$ cat src/rtl/sync_updown_counter.sv
// Purpose : fully synchronous up/down modulo counter with load, clear, wrap/saturate mode and cascade output.
// Latency : q, wrap and sat update one clk after the control inputs are sampled; tc is combinational from q/en/up_dn.
// Backpressure: none; en acts as a per-cycle qualifier, and tc drives en of the next stage for a ripple-free cascade.
//
// Ports:
//   clk       rising-edge clock
//   reset     asynchronous, active-low reset (q=0, wrap=0, sat=0)
//   clr       synchronous clear to 0 (highest priority)
//   load      synchronous parallel load of load_val, clamped to MODULO-1
//   load_val  value for load
//   en        count enable
//   up_dn     1 = count up, 0 = count down
//   q         current count (registered), always within 0..MODULO-1
//   q_bar     bitwise complement of q
//   tc        terminal count: en and q at the limit in the current direction
//   wrap      one-cycle pulse on the cycle after a wrap edge
//   sat       level: counter is held at a limit (SAT=1 builds only)
module sync_updown_counter #(
    parameter int WIDTH  = 4,
    parameter int MODULO = 16,
    parameter bit SAT    = 1'b0
) (
    input  logic             clk,
    input  logic             reset,
    input  logic             clr,
    input  logic             load,
    input  logic [WIDTH-1:0] load_val,
    input  logic             en,
    input  logic             up_dn,
    output logic [WIDTH-1:0] q,
    output logic [WIDTH-1:0] q_bar,
    output logic             tc,
    output logic             wrap,
    output logic             sat
);

    // Reject parameter sets that cannot hold the requested count range.
    generate
        if (WIDTH < 1 || MODULO < 2 || MODULO > (1 << WIDTH)) begin : g_bad_params
            $error("sync_updown_counter: MODULO must lie in 2..2**WIDTH and WIDTH must be >= 1");
        end
    endgenerate

    // Highest legal count value.
    localparam logic [WIDTH-1:0] MAX_Q   = WIDTH'(MODULO - 1);
    // MODULO itself may equal 2**WIDTH, so the clamp compare needs one extra bit.
    localparam logic [WIDTH:0]   MOD_EXT = (WIDTH + 1)'(MODULO);

    logic             at_max;
    logic             at_zero;
    logic [WIDTH-1:0] load_clamped;
    logic [WIDTH-1:0] q_nxt;
    logic             wrap_nxt;
    logic             sat_nxt;

    assign at_max  = (q == MAX_Q);
    assign at_zero = (q == '0);

    // Out-of-range load values pin to the top of the range so q can never leave 0..MODULO-1.
    assign load_clamped = ({1'b0, load_val} >= MOD_EXT) ? MAX_Q : load_val;

    // Next-state selection: clr > load > en. wrap defaults low so it only
    // ever pulses for the single cycle following a wrapping edge.
    always_comb begin
        q_nxt    = q;
        wrap_nxt = 1'b0;
        sat_nxt  = sat;
        if (clr) begin
            q_nxt   = '0;
            sat_nxt = 1'b0;
        end else if (load) begin
            q_nxt   = load_clamped;
            sat_nxt = 1'b0;
        end else if (en) begin
            if (up_dn) begin
                if (!at_max) begin
                    q_nxt   = q + 1'b1;
                    sat_nxt = 1'b0;
                end else if (SAT) begin
                    // Holding at the top; q stays put.
                    sat_nxt = 1'b1;
                end else begin
                    // Explicit wrap even when MODULO==2**WIDTH would overflow naturally.
                    q_nxt    = '0;
                    wrap_nxt = 1'b1;
                end
            end else begin
                if (!at_zero) begin
                    q_nxt   = q - 1'b1;
                    sat_nxt = 1'b0;
                end else if (SAT) begin
                    sat_nxt = 1'b1;
                end else begin
                    q_nxt    = MAX_Q;
                    wrap_nxt = 1'b1;
                end
            end
        end
    end

    always_ff @(posedge clk or negedge reset) begin
        if (!reset) begin
            q    <= '0;
            wrap <= 1'b0;
            sat  <= 1'b0;
        end else begin
            q    <= q_nxt;
            wrap <= wrap_nxt;
            sat  <= sat_nxt;
        end
    end

    assign q_bar = ~q;

    // Asserted independently of SAT so a saturating stage still advances the stage above it.
    assign tc = en & ((up_dn & at_max) | (~up_dn & at_zero));

endmodule

$ cat config.mk
export PLATFORM = sky130hd
export DESIGN_NAME = sync_updown_counter
export DESIGN_NICKNAME = d
export VERILOG_FILES = /design/src/rtl/sync_updown_counter.sv
export SDC_FILE = /design/constraint.sdc
export NUM_CORES = 1
export LEC_CHECK = 0
export ABC_AREA = 1
export BUFFER_PORTS_ARGS = -buffer_cell sky130_fd_sc_hd__buf_4
export CELL_PAD_IN_SITES_DETAIL_PLACEMENT = 0
export CELL_PAD_IN_SITES_GLOBAL_PLACEMENT = 1
export CORE_MARGIN = 10
export CORE_UTILIZATION = 31
export DETAILED_ROUTE_END_ITERATION = 8
export MAX_ROUTING_LAYER = met4
export PLACE_DENSITY = 0.89
export SLEW_MARGIN = 30
export SYNTH_ARGS = -nofsm -noshare
export SYNTH_HDL_FRONTEND = slang
export SYNTH_SLANG_ARGS = --single-unit
$ cat constraint.sdc
create_clock -name clk -period 3.2 [get_ports clk]
set_input_delay 0.8 -clock clk [delete_from_list [all_inputs] [get_ports clk]]
set_output_delay 0.8 -clock clk [all_outputs]
set_load 0.01 [all_outputs]
### Word level (Yosys, flattened, before mapping)

Index checks and enable logic that the tools add are counted.
Widths: inputs -> output; s select.

* logic and storage cells: 35
* output and inout bits: 11
* input port bits: 10
* register bits after elaboration: 6

* add/subtract/negate cells: 2
* equality and inequality tests: 3
* bitwise gates (word level): 6
* mux-type cells: 18
* reductions and logical operators: 3

Operator list (count)
* $mux 4: 6
* $mux 1: 12
* $ne 4x4->1 const B: 2
* $add 4x1->4 const B: 1
* $eq 4x4->1 const B: 1
* $logic_not 4->1: 1
* $not 4->4: 1
* $sub 4x1->4 const B: 1
* $and 1x1->1: 3
* $reduce_and 3->1: 1
* $reduce_bool 3->1: 1
* $not 1->1: 1
* $or 1x1->1: 1

### Longest topological paths before layout

Gate-level depths: netlist of run 1.

* depth after elaboration: 6
* gate-level depth with buffers: 10
* depth with buffers taken out: 10

### Worst setup path before layout of run 1

Ideal clock, no wire load.

* path kind: register -> output
* start: register q[1]
* end: output port tc
* cell stages (with the launch flop): 7
* path buffers: 0
* slack: 1.262 ns
* data required time: 2.400 ns
* arrival time: 1.138 ns
* path through: dfrtp_1 inv_1 ha_1 nand2_2 nand2_2 nand3_1 inv_1

* cells in the longest elaborated chain, start to end: 4
* elaborated cells between the ends (all ways): 6
* those cells by class: eq/ne (1); bitwise (4); reduce/logical (1)

RTL lines
* start: declaration: RTL line 30 `output logic [WIDTH-1:0] q,`
* start signal: assignment: RTL line 107 `q <= q_nxt;`
* $eq 4x4->1 / $logic_not 4->1 (equally long branches): RTL line 56, 57
* $and 1x1->1: RTL line 116 `assign tc = en & ((up_dn & at_max) | (~up_dn & at_zero));`
* $or 1x1->1 *: RTL line 116
* $and 1x1->1 *: RTL line 116
* end: declaration: RTL line 32 `output logic tc,`

Every way passes the cells marked *; elsewhere a longest branch is shown, timed or not.

### Final worst setup path of run 1

* start: register q[0]
* end: output port tc

The elaborated chain is that of the path after synthesis.

==> results.cfg, run 1 <==
[critical_path]
ff2ff_path_depth = 6
crit_type = flop to primary output
cp_slowest_cell = dfrtp_1
crit_chain = inv_1 -> ha_1 -> nand2_2 -> nand2_2 -> nand3_1 -> inv_1 -> buf_4
max_stage_delay_ps = 430
critPathRequiredTime_ps = 2400
worst_setup_path_start_kind = flop
crit_path_max_fanout = 6
end_kind = primary output
crit_arrival_ps = 1530

[detailed_routing]
vias = 489
dr.pass1.iters = 4
drtIter0Drc = 11
routed_wirelength_um = 1250
ant_nets = 0
viasPerCell = 4.84
drc_errors = 0
wl_per_cell_um = 12.3

[power_and_ir_drop]
leakagePower_uw = 0.000348
vdd_drop_max_mv = 0.252
p_per_area_nw_per_um2 = 389

[place]
dp_hpwl_um = 1070
gp_congestion = 0.845
io_buffers = 19
place_area_um2 = 596

[final_layout]
layout_commonest_cell = buf_4
seq_area_um2 = 125
syn_to_final_growth_pct = 37.6
nFillCells = 147
antenna_cells = 0
nets = 100
multi_input_area_um2 = 268
fin_area_um2 = 623
layout_common_cells = buf_4 (19), nand2_1 (14), inv_1 (8), nor2_1 (6)
drive_above_1_share = 0.384

[synthesis]
ys_top_cells_by_area = dfrtp_1 (28%), nand2_1 (12%), ha_1 (8.3%)
synth_seq_area_share = 0.276
syn_area_um2 = 453
synth_top_cell_area_share = 0.276
postSynthAreaPerCell_um2 = 6.97
synth_cells = 65
syn_nets = 78
ys_ff_latch = 5
ys_types = 20
synth_top_area_cell = dfrtp_1
yosysWarnings = 0

[clock_network]
insertion_delay_ps = 260
clock-sinks = 5
clk_pin_slew_worst_paths_ps = 50
tritoncts = built
clock_path_buffers = 2
cts_root_buf = clkbuf_4
hold_buffers = 0
cts_setup_buffers = 0
cts_max_level = 1
cts_made_buffers = 3
ctsResizeCount = 0

[floorplan]
rows = 13
coreArea_um2 = 1330
fp.dieH_um = 58.2
die_x_um = 58.2
initial_utilization = 0.340
io_pins = 21
die_area_um2 = 3390

[global_routing]
grt_max_degree = 11
grt_use_total = 0.0770
grt_pass1_vias = 478
grt_pass1_wl_um = 1980
grt-ovfl-total = 0
antenna_found_initial = 0

[sta]
fin_crit_sh = 0.728
holdWs_ps = 335
finalSetupViolations = 0
finalMaxSlewViolations = 0
fin_setup_tns_ps = 0
rsz0062_at_grt = false
max_freq_mhz = 429
skew_ps = 5.15
finalCriticalPeriod_ps = 2330
finalHoldViolations = 0

[flow_run]
maxCapViolations = 0

[worst_hold_path]
hold_class = input port to asynchronous set/reset pin

[outcome]
status = complete, no violations
-- state kept, by name, indices dropped and copies added, names as in the netlist --
register,flops
wrap,1
q,4
-- cells in the mapped netlist --
| cell | count |
|---|---|
| a21oi_1 | 2 |
| buf_4 | 1 |
| buf_6 | 1 |
| conb_1 | 1 |
| dfrtp_1 | 5 |
| ha_1 | 3 |
| inv_1 | 8 |
| inv_2 | 3 |
| nand2_1 | 14 |
| nand2_2 | 3 |
| nand3_1 | 5 |
| nand4_1 | 1 |
| nor2_1 | 6 |
| nor2_4 | 2 |
| nor3_2 | 2 |
| o2111ai_1 | 1 |
| o21ai_0 | 3 |
| o21ai_1 | 2 |
| o22ai_1 | 1 |
| xor2_1 | 1 |
-- stage by stage --
| step | utilization | power (uW) | cells | setup WS (ps) |
|---|---|---|---|---|
| 6_report | 0.467 | 242 | 101 | 869 |
| 5_1_grt | 0.467 | 258 | 101 | 759 |
| 4_1_cts | 0.467 | 245 | 101 | 861 |
| 3_5_place_dp | 0.447 | 168 | 97 | 1030 |
| 3_3_place_gp | 0.447 | 167 | 97 | 1050 |
| 2_1_floorplan | - | 131 | 65 | 1260 |
-- report_power, final --
group | switching (uW) | total (uW) | leakage [uW] | internal, uW
clock | 30.6 | 76.1 | 0.0000177 | 45.5
combinational | 43.8 | 84.0 | 0.000266 | 40.2
sequential | 13.4 | 82.0 | 0.0000650 | 68.6
-- area by class of cell --
cell class / count / share of cell area
tap: 15 / 0.0301
sequential: 5 / 0.201
inverter: 11 / 0.0663
clock inverter: 1 / 0.00803
clock buffer: 3 / 0.0361
multi-input combinational: 47 / 0.430
timing repair buffer: 19 / 0.229
-- cells by family after synthesis --
logic type | Yosys count | share of synthesized area
AO/OA/AOI/OAI | 9 | 0.111
flip-flops | 5 | 0.276
other | 1 | 0.00828
AND/OR/NAND/NOR | 33 | 0.370
buffers and inverters | 13 | 0.133
adder cells (fa/ha/maj) | 3 | 0.0829
XOR/XNOR | 1 | 0.0193
-- final timing paths --
kind / from / endpoint / slack (ps)
setup / recovery: q[0] / tc / 870
hold / removal: reset / q[1] / 330
setup reg to reg: q[0] / q[1] / 1680
hold reg to reg: q[3] / q[3] / 680
max in group asynchronous: reset / wrap / 2750
min in group clk: q[3] / q[3] / 680
-- worst max-delay path, delay by kind of cell, from the launching register on --
kind | cells | cell delay, ps
fa+ha+maj | 1 | 240
simple gates | 3 | 250
flops | 1 | 430
buf+inv | 3 | 350
-- layer usage --
| metal | GRT usage | routed length (um) | up-vias |
|---|---|---|---|
| li1 | - | - | 245 |
| met1 | 0.0813 | 536 | 217 |
| met2 | 0.112 | 568 | 20 |
| met3 | 0.0174 | 79 | 7 |
| met4 | 0.0805 | 61 | 0 |
| met5 | - | 0 | - |
Power figures use the tool's default switching activity.
==> run 2, diff against run 1 <==
--- a/config.mk
+++ b/config.mk
@@ -10,10 +10,10 @@
 export CELL_PAD_IN_SITES_DETAIL_PLACEMENT = 0
 export CELL_PAD_IN_SITES_GLOBAL_PLACEMENT = 1
 export CORE_MARGIN = 10
-export CORE_UTILIZATION = 31
+export CORE_UTILIZATION = 26
 export DETAILED_ROUTE_END_ITERATION = 8
 export MAX_ROUTING_LAYER = met4
-export PLACE_DENSITY = 0.89
+export PLACE_DENSITY = 0.8
 export SLEW_MARGIN = 30
 export SYNTH_ARGS = -nofsm -noshare
 export SYNTH_HDL_FRONTEND = slang
==> constraint.sdc (replaced) <==
create_clock -name clk -period 2 [get_ports clk]
set_input_delay 0.5 -clock clk [delete_from_list [all_inputs] [get_ports clk]]
set_output_delay 0.5 -clock clk [all_outputs]
set_load 0.01 [all_outputs]
==> run 2 against run 1 <==
Via count shrank 0.20%. Worst setup slack lost 750 ps. First-iteration DRC count shrank 55%. Cell area grew 5.4%. Wire length grew 5.6%. Total power grew 65%. Non-clock buffer count grew 4. Die area grew 12%.
==> results.cfg, run 2 (synthesis results as in run 1) <==
[clock_network]
tritoncts = built
clk_pin_slew_worst_paths_ps = 50
insertion_delay_ps = 240
clock_path_buffers = 2
cts_root_buf = clkbuf_4
cts_made_buffers = 3
clock-sinks = 5
cts_max_level = 1

[critical_path]
crit_arrival_ps = 1380
ff2ff_path_depth = 8
r2r_slack_ps = 490
end_kind = primary output
crit_chain = inv_1 -> ha_1 -> nand2_2 -> nand2_2 -> nand3_1 -> inv_1 -> buf_4
max_stage_delay_ps = 400
regToRegStartpoint = q[0]
worst_setup_path_start_kind = flop
critPathRequiredTime_ps = 1500
r2r-end = q[2]
cp_slowest_cell = dfrtp_2
crit_type = flop to primary output
crit_path_max_fanout = 6

[detailed_routing]
ant_nets = 0
routed_wirelength_um = 1320
drtIter0Drc = 5
wl_per_cell_um = 12.3
drc_errors = 0
vias = 488
dr.pass1.iters = 5
viasPerCell = 4.56

[global_routing]
grt_max_degree = 7
grt-ovfl-total = 0
antenna_found_initial = 0
grt_pass1_wl_um = 2060
grt_use_total = 0.0747
grt_pass1_vias = 472

[place]
gp_congestion = 0.806
pre_cts_ws_ps = 274
io_buffers = 19
dp_hpwl_um = 1100

[floorplan]
initial_utilization = 0.268
die_area_um2 = 3810
die_x_um = 61.7
io_pins = 21
fp.dieH_um = 61.7
coreArea_um2 = 1690
rows = 15

[power_and_ir_drop]
p_sw_uw = 138
pwr-share-comb = 0.385
p_per_area_nw_per_um2 = 607
vdd_drop_max_mv = 0.395
p_clk_frac = 0.295
switching_share = 0.346
leakagePower_uw = 0.000362
seqPwrFrac = 0.320
p_int_uw = 261

[final_layout]
antenna_cells = 0
reg.largest.list = q: 4 flops, wrap: 1 flops
syn_to_final_growth_pct = 45.0
layout_commonest_cell = buf_4
drive_above_1_share = 0.433
largest_reg_flops = 4
nets = 104
finish.utilization = 0.389
layout_common_cells = buf_4 (23), nand2_1 (14), inv_1 (7), nor2_1 (6), nand3_1 (5)
regMostFlops = q

[sta]
max_freq_mhz = 532
holdWs_ps = 46.7
finalMaxSlewViolations = 0
skew_ps = 4.80
fin_crit_sh = 0.940
finalSetupViolations = 0
finalHoldViolations = 0
fin_setup_tns_ps = 0
finalCriticalPeriod_ps = 1880
setup_ws_ps = 120

[outcome]
status = complete, no violations

[flow_run]
maxCapViolations = 0

[worst_hold_path]
hold_class = input port to asynchronous set/reset pin
## run 2: cell count changes in the layout (fill, tap and decap cells not counted), sizes merged
cell,delta
buf,+4
clkbuf,+1
clkinv,-1
## run 2: layout make-up
cell class	instances	area, um2
Tap cell	17	21.3
Fill cell	191	1030
Multi-Input combinational cell	47	268
Sequential cell	5	128
Clock buffer	4	26.3
Timing Repair Buffer	23	173
Inverter	11	41.3
## run 2: through the flow
stage | std cells | area, um2 | total power, uW
2_1_floorplan | 65 | 453 | 210
3_3_place_gp | 101 | 613 | 275
3_5_place_dp | 101 | 613 | 277
5_1_grt | 107 | 657 | 432
4_1_cts | 105 | 639 | 399
6_report | 107 | 657 | 399
## run 2: worst max path at each step
| stage | endpoint | depth (start not counted) | startpoint |
|---|---|---|---|
| 2_1_floorplan | tc | 6 | q[1] |
| 3_3_place_gp | tc | 7 | q[1] |
| 3_5_place_dp | tc | 7 | q[1] |
| 4_1_cts | tc | 7 | q[1] |
| 5_1_grt | tc | 6 | q[0] |
| 6_report | tc | 7 | q[0] |
## run 2: routing by layer
layer	share of wire	track usage	vias up
li1	-	-	252
met1	0.35	0.0713	209
met2	0.51	0.123	25
met3	0.12	0.0366	2
met4	0.021	0.0382	0
met5	0	-	-
## run 2: repair_timing
action                                  CTS  global route
buffers inserted                          0             2
gates resized for setup                   0             3
hold buffers                              0             0
endpoints found under the setup margin    0             1
## run 2: power groups by stage
| stage | combinational (uW) | sequential, uW | clock [uW] |
|---|---|---|---|
| 3_3_place_gp | 146 | 130 | 0 |
| 4_1_cts | 147 | 129 | 123 |
| 3_5_place_dp | 147 | 130 | 0 |
| 2_1_floorplan | 82.4 | 128 | 0 |
| 6_report | 153 | 128 | 118 |
| 5_1_grt | 173 | 130 | 130 |
## run 2: worst max-delay path, delay by kind of cell (launching register included)
| kind | cells | cell delay [ps] |
|---|---|---|
| fa+ha+maj | 1 | 200 |
| buf+inv | 3 | 270 |
| flops | 1 | 400 |
| simple gates | 3 | 250 |
==> run 3, diff against run 2 <==
--- a/config.mk
+++ b/config.mk
@@ -7,13 +7,12 @@
 export LEC_CHECK = 0
 export ABC_AREA = 1
 export BUFFER_PORTS_ARGS = -buffer_cell sky130_fd_sc_hd__buf_4
-export CELL_PAD_IN_SITES_DETAIL_PLACEMENT = 0
-export CELL_PAD_IN_SITES_GLOBAL_PLACEMENT = 1
-export CORE_MARGIN = 10
-export CORE_UTILIZATION = 26
+export CORE_AREA = 10 10 47 49
+export CTS_BUF_LIST = sky130_fd_sc_hd__clkbuf_8
 export DETAILED_ROUTE_END_ITERATION = 8
+export DIE_AREA = 0 0 57 59
 export MAX_ROUTING_LAYER = met4
-export PLACE_DENSITY = 0.8
+export PLACE_DENSITY = 0.71
 export SLEW_MARGIN = 30
 export SYNTH_ARGS = -nofsm -noshare
 export SYNTH_HDL_FRONTEND = slang
==> constraint.sdc (replaced) <==
create_clock -name clk -period 2.1 [get_ports clk]
set_input_delay 0.525 -clock clk [delete_from_list [all_inputs] [get_ports clk]]
set_output_delay 0.525 -clock clk [all_outputs]
set_load 0.01 [all_outputs]
==> run 3 against run 2 <==
Cell count decreased by 3.7%. Sequential share of layout area fell by 0.16 points. Worst setup slack worse by 23 ps. Sequential power shrank 5%. Sequential cell count did not move. First-iteration DRC count rose by 80%. Largest cell class unchanged. Register-to-register slack better by 140 ps.
==> results.cfg, run 3 (synthesis results as in run 1) <==
[outcome]
status = complete, no violations

[critical_path]
end_kind = primary output
ff2ff_path_depth = 6
worst-path-buf-inv = 2
r2r-end = q[1]
worst_setup_path_start_kind = flop
crit_arrival_ps = 1480
crit_path_max_fanout = 6
crit_type = flop to primary output
crit_chain = ha_1 -> nand2_1 -> o21ai_1 -> nand3_1 -> inv_1 -> buf_4
cp_slowest_cell = dfrtp_1
r2r_slack_ps = 630
critPathRequiredTime_ps = 1570
regToRegStartpoint = q[1]
max_stage_delay_ps = 470
critPathTopFamily = flip-flops

[place]
io_buffers = 19
gp_congestion = 0.791
place_area_um2 = 604
placed_cells = 99
dp_hpwl_um = 1100

[final_layout]
drive_above_1_share = 0.379
nets = 101
antenna_cells = 0
syn_to_final_growth_pct = 43.4
layout_commonest_cell = buf_4
nFillCells = 147
fin_area_um2 = 649
layout_common_cells = buf_4 (20), nand2_1 (14), inv_1 (9), nor2_1 (6)
finish.utilization = 0.463
largest_reg_flops = 4
regMostFlops = q
stdcell_count = 103
reg.largest.list = q: 4 flops, wrap: 1 flops

[clock_network]
insertion_delay_ps = 230
clock_path_buffers = 2
clk_pin_slew_worst_paths_ps = 40
cts_setup_buffers = 0
cts_root_buf = clkbuf_8
ctsResizeCount = 0
cts_max_level = 1
cts_made_buffers = 3
hold_buffers = 0
tritoncts = built
clock-sinks = 5

[sta]
finalHoldViolations = 0
fin_setup_tns_ps = 0
finalMaxSlewViolations = 0
skew_ps = 8.07
fin_crit_sh = 0.954
rsz0062_at_grt = false
finalSetupViolations = 0
max_freq_mhz = 499
finalCriticalPeriod_ps = 2000

[power_and_ir_drop]
p_per_area_nw_per_um2 = 672
p_total_uw = 436
leakagePower_uw = 0.000363
vdd_drop_max_mv = 0.468

[floorplan]
initial_utilization = 0.323
coreArea_um2 = 1400
rows = 14
fp.dieH_um = 59
die_area_um2 = 3360
die_x_um = 57
io_pins = 21

[flow_run]
maxCapViolations = 0

[detailed_routing]
dr.pass1.iters = 4
ant_nets = 0
drtIter0Drc = 9
vias = 485
routed_wirelength_um = 1330
wl_per_cell_um = 12.9
drc_errors = 0
viasPerCell = 4.71

[global_routing]
grt_pass1_vias = 463
grt_use_total = 0.0856
antenna_found_initial = 0
grt_max_degree = 7
grt_pass1_wl_um = 2070
grt-ovfl-total = 0

[worst_hold_path]
hold_class = input port to asynchronous set/reset pin
-- run 3: per-layer routing --
layer / routed length, um / GRT usage / vias up / share of wire
li1: - / - / 247 / -
met1: 558 / 0.0815 / 217 / 0.42
met2: 639 / 0.126 / 17 / 0.48
met3: 89 / 0.0472 / 4 / 0.067
met4: 39 / 0.0705 / 0 / 0.029
met5: 0 / - / - / 0
-- run 3: worst max-delay path by stage --
stage / from / endpoint / slack, ps / depth (start not counted)
3_3_place_gp: q[1] / tc / 350 / 7
4_1_cts: q[1] / tc / 100 / 7
5_1_grt: q[0] / tc / 10 / 7
2_1_floorplan: q[1] / tc / 440 / 6
3_5_place_dp: q[1] / tc / 340 / 7
6_report: q[1] / tc / 100 / 6
-- run 3: cell type report --
| type | instances | area (um2) | area share |
|---|---|---|---|
| Multi-Input combinational cell | 47 | 268 | 0.412 |
| Timing Repair Buffer | 20 | 150 | 0.231 |
| Sequential cell | 5 | 125 | 0.193 |
| Clock buffer | 3 | 41.3 | 0.0636 |
| Inverter | 11 | 41.3 | 0.0636 |
| Tap cell | 16 | 20.0 | 0.0308 |
| Clock inverter | 1 | 3.75 | 0.00578 |
-- run 3: per-stage QoR --
stage               hold WS, ps  worst slack [ps]
finish                     89.3              96.4
CTS                        89.0              97.1
global placement            329               350
floorplan                   229               437
detailed placement          331               344
global route               87.8              9.72
-- run 3: report_power, final --
part	switching (uW)	internal, uW	total (uW)
Sequential	16.3	105	121
Combinational	71.6	63.6	135
Clock	54.0	126	180
